## config.mk

```make
export PLATFORM = sky130hd
export DESIGN_NAME = fetch_ctrl
export DESIGN_NICKNAME = d
export VERILOG_FILES = /design/src/rtl/fetch_ctrl_pkg.sv /design/src/rtl/fetch_ctrl_perf_counter.sv /design/src/rtl/fetch_ctrl.sv
export SDC_FILE = /design/constraint.sdc
export NUM_CORES = 1
export LEC_CHECK = 0
export ABC_AREA = 0
export BUFFER_PORTS_ARGS = -buffer_cell sky130_fd_sc_hd__buf_2
export CAP_MARGIN = 20
export CORE_MARGIN = 2
export CORE_UTILIZATION = 35
export CTS_CLUSTER_SIZE = 24
export DETAILED_ROUTE_END_ITERATION = 16
export HOLD_SLACK_MARGIN = 0.15
export PLACE_DENSITY = 0.61
export SLEW_MARGIN = 0
export SYNTH_ARGS = -nofsm -noshare
export SYNTH_HDL_FRONTEND = slang
export SYNTH_SLANG_ARGS = --single-unit
```

## constraint.sdc

```tcl
create_clock -name clk -period 2.33 [get_ports clk]
set_input_delay 0.1165 -clock clk [delete_from_list [all_inputs] [get_ports clk]]
set_output_delay 0.1165 -clock clk [all_outputs]
set_load 0.1 [all_outputs]
```

## src/rtl/fetch_ctrl_pkg.sv

```systemverilog
// -----------------------------------------------------------------------------
// fetch_ctrl_pkg
//
// Purpose: shared core definitions used by the instruction-fetch sequencer.
//   - CPU_RESET_ADDR / INST_NOP defaults (guarded, so an existing core-wide
//     definition takes precedence)
//   - fetch_state_e : fetch sequencer state encoding
//   - PC_STEP       : sequential fetch increment (one 32-bit instruction)
//   - align_pc()    : forces a word-aligned PC
//
// Ports: none (package).
// -----------------------------------------------------------------------------
`ifndef CPU_RESET_ADDR
`define CPU_RESET_ADDR 32'h8000_0000
`endif

`ifndef INST_NOP
`define INST_NOP 32'h0000_0013
`endif

package fetch_ctrl_pkg;

    localparam int unsigned XLEN = 32;

    localparam logic [XLEN-1:0] PC_STEP = 32'd4;

    // IDLE: not fetching
    // REQ : request offered on the imem request channel
    // WAIT: request accepted, waiting for the response
    // HOLD: captured instruction presented downstream
    typedef enum logic [1:0] {
        IDLE = 2'd0,
        REQ  = 2'd1,
        WAIT = 2'd2,
        HOLD = 2'd3
    } fetch_state_e;

    // Instructions are 32-bit aligned; the two LSBs of any target are dropped.
    function automatic logic [XLEN-1:0] align_pc(input logic [XLEN-1:0] addr);
        return {addr[XLEN-1:2], 2'b00};
    endfunction

endpackage

```

## src/rtl/fetch_ctrl_perf_counter.sv

```systemverilog
// -----------------------------------------------------------------------------
// fetch_ctrl_perf_counter
//
// Purpose: free-running event counter that wraps modulo 2^WIDTH.
//
// Ports:
//   clk    in   clock
//   rst_n  in   synchronous active-low reset, clears the count
//   inc    in   count one event this cycle
//   count  out  current count
// -----------------------------------------------------------------------------
module fetch_ctrl_perf_counter #(
    parameter int unsigned WIDTH = 32
) (
    input  logic             clk,
    input  logic             rst_n,
    input  logic             inc,
    output logic [WIDTH-1:0] count
);

    always_ff @(posedge clk) begin
        if (!rst_n) begin
            count <= '0;
        end else if (inc) begin
            count <= count + WIDTH'(1);
        end
    end

endmodule

```

## src/rtl/fetch_ctrl.sv

```systemverilog
// -----------------------------------------------------------------------------
// fetch_ctrl
//
// Purpose: instruction-fetch sequencer. Owns the architectural fetch PC,
// issues one instruction-memory request at a time, captures the returned
// word and presents it as a valid/ready beat to the fetch->decode buffer.
// Redirects kill any stale in-flight response; fetch_en pauses fetching
// once the current transaction has completed.
//
// Ports:
//   clk              in   clock, all state updates on posedge
//   rst_n            in   synchronous active-low reset
//   fetch_en         in   1 = fetching allowed
//   redirect_valid   in   single-cycle PC redirect
//   redirect_pc      in   redirect target (bits [1:0] ignored)
//   imem_req_valid   out  request offered (state REQ)
//   imem_req_ready   in   memory accepts request
//   imem_req_addr    out  fetch address, stable while the request is pending
//   imem_resp_valid  in   response valid
//   imem_resp_ready  out  response accepted (state WAIT)
//   imem_resp_data   in   instruction word
//   o_valid          out  instruction beat valid (state HOLD)
//   o_ready          in   downstream buffer ready
//   o_pc             out  PC of presented instruction
//   o_inst           out  presented instruction
//   perf_fetch_cnt   out  delivered beats, wraps
//   perf_kill_cnt    out  discarded responses, wraps
// -----------------------------------------------------------------------------
`ifndef CPU_RESET_ADDR
`define CPU_RESET_ADDR 32'h8000_0000
`endif

`ifndef INST_NOP
`define INST_NOP 32'h0000_0013
`endif

module fetch_ctrl
    import fetch_ctrl_pkg::*;
#(
    parameter logic [31:0] RESET_ADDR = `CPU_RESET_ADDR,
    parameter logic [31:0] NOP_INST   = `INST_NOP
) (
    input  logic        clk,
    input  logic        rst_n,
    input  logic        fetch_en,
    input  logic        redirect_valid,
    input  logic [31:0] redirect_pc,
    output logic        imem_req_valid,
    input  logic        imem_req_ready,
    output logic [31:0] imem_req_addr,
    input  logic        imem_resp_valid,
    output logic        imem_resp_ready,
    input  logic [31:0] imem_resp_data,
    output logic        o_valid,
    input  logic        o_ready,
    output logic [31:0] o_pc,
    output logic [31:0] o_inst,
    output logic [31:0] perf_fetch_cnt,
    output logic [31:0] perf_kill_cnt
);

    fetch_state_e state;

    logic [31:0] pc;
    logic [31:0] pc_next;
    logic [31:0] req_addr;
    logic [31:0] redirect_target;
    logic        kill;

    logic        req_fire;
    logic        resp_fire;
    logic        beat_fire;
    logic        drop_resp;

    logic        unused_redirect_lsbs;

    assign unused_redirect_lsbs = ^redirect_pc[1:0];

    assign redirect_target = align_pc(redirect_pc);

    assign req_fire  = (state == REQ)  && imem_req_ready;
    assign resp_fire = (state == WAIT) && imem_resp_valid;
    assign beat_fire = (state == HOLD) && o_ready;

    // A response is discarded when it belongs to a request issued before a
    // redirect, including a redirect arriving in the same cycle as the data.
    assign drop_resp = resp_fire && (kill || redirect_valid);

    // Redirect wins over the sequential +4 step.
    always_comb begin
        pc_next = pc;
        if (redirect_valid) begin
            pc_next = redirect_target;
        end else if (beat_fire) begin
            pc_next = pc + PC_STEP;
        end
    end

    // Moore outputs decoded straight from the state register.
    assign imem_req_valid  = (state == REQ);
    assign imem_resp_ready = (state == WAIT);
    assign o_valid         = (state == HOLD);
    assign imem_req_addr   = req_addr;

    always_ff @(posedge clk) begin
        if (!rst_n) begin
            state    <= IDLE;
            pc       <= RESET_ADDR;
            req_addr <= RESET_ADDR;
            kill     <= 1'b0;
            o_pc     <= RESET_ADDR;
            o_inst   <= NOP_INST;
        end else begin
            pc <= pc_next;

            // The offered address is frozen for the whole REQ phase so a
            // redirect cannot change a request the memory may be sampling.
            // Outside REQ it tracks the PC the next request will use.
            if (state != REQ) begin
                req_addr <= pc_next;
            end

            case (state)
                IDLE: begin
                    if (fetch_en) begin
                        state <= REQ;
                    end
                end

                REQ: begin
                    // The pending old-address request still completes, so
                    // its response must be thrown away.
                    if (redirect_valid) begin
                        kill <= 1'b1;
                    end
                    if (req_fire) begin
                        state <= WAIT;
                    end
                end

                WAIT: begin
                    if (resp_fire) begin
                        if (drop_resp) begin
                            kill  <= 1'b0;
                            state <= fetch_en ? REQ : IDLE;
                        end else begin
                            o_pc   <= pc;
                            o_inst <= imem_resp_data;
                            state  <= HOLD;
                        end
                    end else if (redirect_valid) begin
                        kill <= 1'b1;
                    end
                end

                HOLD: begin
                    if (redirect_valid || o_ready) begin
                        state <= fetch_en ? REQ : IDLE;
                    end
                end

                default: begin
                    state <= IDLE;
                end
            endcase
        end
    end

    fetch_ctrl_perf_counter #(
        .WIDTH (32)
    ) u_fetch_cnt (
        .clk   (clk),
        .rst_n (rst_n),
        .inc   (beat_fire),
        .count (perf_fetch_cnt)
    );

    fetch_ctrl_perf_counter #(
        .WIDTH (32)
    ) u_kill_cnt (
        .clk   (clk),
        .rst_n (rst_n),
        .inc   (drop_resp),
        .count (perf_kill_cnt)
    );

endmodule

```

==> qor.txt <==
Status -> finished, final reports clean
Combinational power share -> 26.8%
Switch Pwr -> 3.48 mW
Chip Height -> 158 um
Commonest cells after routing, fill and taps aside -> buf_2, nand2_1, dfxtp_1, nor2_1, a21oi_1
Via count -> 7929
Die area -> 25100 sq um
Cells on worst reg2reg path -> 7
Total Routed Length -> 24700 um
Total grt overflow -> 0
Largest area contributor in the netlist -> dfxtp_1
Tmin final -> 2.11 ns
Syn Inst Count -> 990
Crit Reg-Reg Startpoint -> state[0]
Synthesized area -> 8330 sq um
First-pass iteration count of the detailed router -> 5
Yosys warning total -> 0
Critical R2R Capture -> pc[9]
CP Launch Type -> flip-flop
DP Cell Count -> 1512
Critical path type -> flip-flop to flip-flop
GR Util All Layers -> 19.5%
Post-synth cell types -> 56
Initial drt markers -> 478
Seq/Total Area, Yosys -> 46.8%
Hold Path Origin -> o_ready
Initial Util -> 35.6%
Total Nets Final -> 1359
Sequential power share -> 39.7%
Final hold vios -> 0
H-tree lvl count -> 4
Core Footprint -> 23400 sq um
Vias in the first global route -> 7453
Slew Viols, Final -> 0
Drt wl/cell -> 15.3 um
Inserted Clock Buffers -> 17
Port bufs -> 231
Syn_nets -> 1068
Die width -> 158 um
Avg Vias per Cell -> 4.92
Worst-path clk slew -> 0.08 ns
Most common cell after layout, fill and taps aside -> buf_2
Final Worst Setup Slack -> 0.221 ns
Crit path DAT -> 2.43 ns
Area contributors post-synth -> dfxtp_1, nand2_1, nor2_1
Cell depth of the worst hold path -> 4
Clock Tree Root -> clkbuf_16
Hold Slack -> 0.207 ns
Final worst path period share -> 90.5%
Largest net degree at the start of global routing -> 82
Setup bufs post-CTS -> 0
Worst min-delay path category -> primary input to flip-flop
CP Capture Type -> flip-flop
Routed Antenna Nets -> 0
FF-to-FF setup slack -> 0.22 ns
Fmax -> 474 MHz
Post-DP HPWL -> 16900 um
Global-route wire length before repair -> 38800 um
Clock Tree Buf Depth -> 2
Drc violations -> 0
Sw Ratio -> 37.3%
Initial antenna violation count -> 1
Register bit total from synthesis -> 195
Post-synth EDFFs -> 0
GPL Wtd Cong -> 0.791
Max-Slew Margin vs Limit -> 26.9%
Setup Total Neg Slack -> 0 ns
Sink Count -> 195
# IOs -> 234
Worst slew pin tran -> 1.09 ns
Setup Skew -> 0.0142 ns
Synth Flop Type -> dfxtp_1
Maxcap violations -> 0
Leak pwr -> 4.81 nW
RSZ-0062 raised after global routing -> false
Area growth syn-to-layout -> 35.3%
Clock latency at the later pin of the worst-skew pair -> 0.43 ns
Worst path required time -> 2.65 ns
TritonCTS clock tree -> done
Yosys top cell area share -> 46.8%
Crit Path Max Fanout -> 12
Final Non-Filler Cells -> 1613
Worst Hold Path EP -> u_fetch_cnt.count[2]
Share of flip-flops with an asynchronous set or reset -> 0%
Syn Area/Cell -> 8.42 sq um
PD cells -> 828 nW/um^2
Share of layout cells above drive strength 1 -> 25.9%
Clock power frac -> 33.5%
Internal power -> 5.86 mW
Post-place setup slack -> 0.262 ns
VDD IR max -> 0.484 mV
Core Rows -> 56
Final Setup Violations -> 0
==> kinds of logic (layout without fill, tap and decap cells) <==
family	after synthesis	count (layout)	synth area share [%]
AO/OA/AOI/OAI	161	161	11.9
multiplexers	5	5	0.601
other	0	1	0
AND/OR/NAND/NOR	477	477	28.4
adder cells (fa/ha/maj)	7	7	1.05
XOR/XNOR	73	73	7.67
flip-flops	195	195	46.8
buffers and inverters	72	375	3.47
==> Yosys cell counts, types with 6 or more instances <==
cell type	count
dfxtp_1	195
nand2_1	189
nor2_1	106
a21oi_1	79
clkbuf_1	42
nand3_1	42
xor2_1	42
nand4_1	32
xnor2_1	31
and3_1	22
o21ai_0	20
inv_1	16
nand2b_1	13
nor3_1	13
and4_1	11
and2_1	10
o211a_1	9
a311oi_1	8
o21ai_1	8
ha_1	7
nor4_2	7
buf_1	6
buf_2	6
or3_1	6
==> metal layers <==
layer | share of wire (%) | GRT usage, % | vias up | routed length, um
met3 | 7.0 | 6.07 | 15 | 1740
li1 | - | - | 3989 | -
met5 | 0 | 0 | - | 0
met4 | 0.88 | 4.38 | 0 | 218
met1 | 45 | 24.7 | 3738 | 11000
met2 | 47 | 32.5 | 187 | 11700
==> power groups by stage <==
stage	combinational, mW	clock, mW	sequential, mW
2_1_floorplan	0.819	0	4.84
3_3_place_gp	2.40	0	3.78
3_5_place_dp	2.41	0	3.78
4_1_cts	2.51	3.22	3.70
5_1_grt	2.64	3.35	3.73
6_report	2.50	3.13	3.71
==> sequential cells by signal, summed over array words and instances, names as in the netlist <==
name,flops
kill,1
o_pc,32
u_fetch_cnt.count,32
u_kill_cnt.count,32
pc,32
imem_req_addr,32
state,2
o_inst,32
==> through the flow <==
stage / power, mW / util [%] / instance area (sq um)
2_1_floorplan: 5.66 / - / 8380
3_3_place_gp: 6.17 / 42.6 / 9970
3_5_place_dp: 6.19 / 42.6 / 9970
4_1_cts: 9.43 / 48.2 / 11300
5_1_grt: 9.72 / 48.2 / 11300
6_report: 9.34 / 48.2 / 11300
==> cell type report <==
type                            count  area [sq um]
Fill cell                        2368         12100
Multi-Input combinational cell    723          4180
Sequential cell                   195          3930
Timing Repair Buffer              328          2090
Clock buffer                       20           447
Tap cell                          319           399
Clock inverter                     11           166
Inverter                           16          62.6
Antenna cell                        1          2.50
==> worst max-delay path by stage <==
stage                                      from               endpoint  slack [ns]  cells past startpoint
after floorplan           u_fetch_cnt.count[11]  u_fetch_cnt.count[26]       0.008                      6
after global placement                 state[1]      imem_req_addr[20]        0.30                      6
after detailed placement               state[1]      imem_req_addr[20]        0.26                      6
after CTS                              state[1]                  pc[9]        0.13                      7
after global routing                   state[0]                  pc[9]        0.01                      7
final                                  state[0]                  pc[9]        0.22                      7
==> repair_timing <==
action                                 in CTS  in global routing
endpoints found under the hold margin      90                  0
setup endpoints to repair                   0                  2
hold buffers                               69                  0
resized for setup                           0                  1
==> worst max-delay path, cell delays in order, from the launching register on <==
cell           delay, ns
dfxtp_1             0.41
ha_4                0.26
nand2_2             0.17
nor3_1              0.26
xnor2_1             0.10
mux2i_1             0.19
nor2_1              0.06
dlygate4sd3_1       0.55
Note: power is estimated with default switching activity, not from simulation.
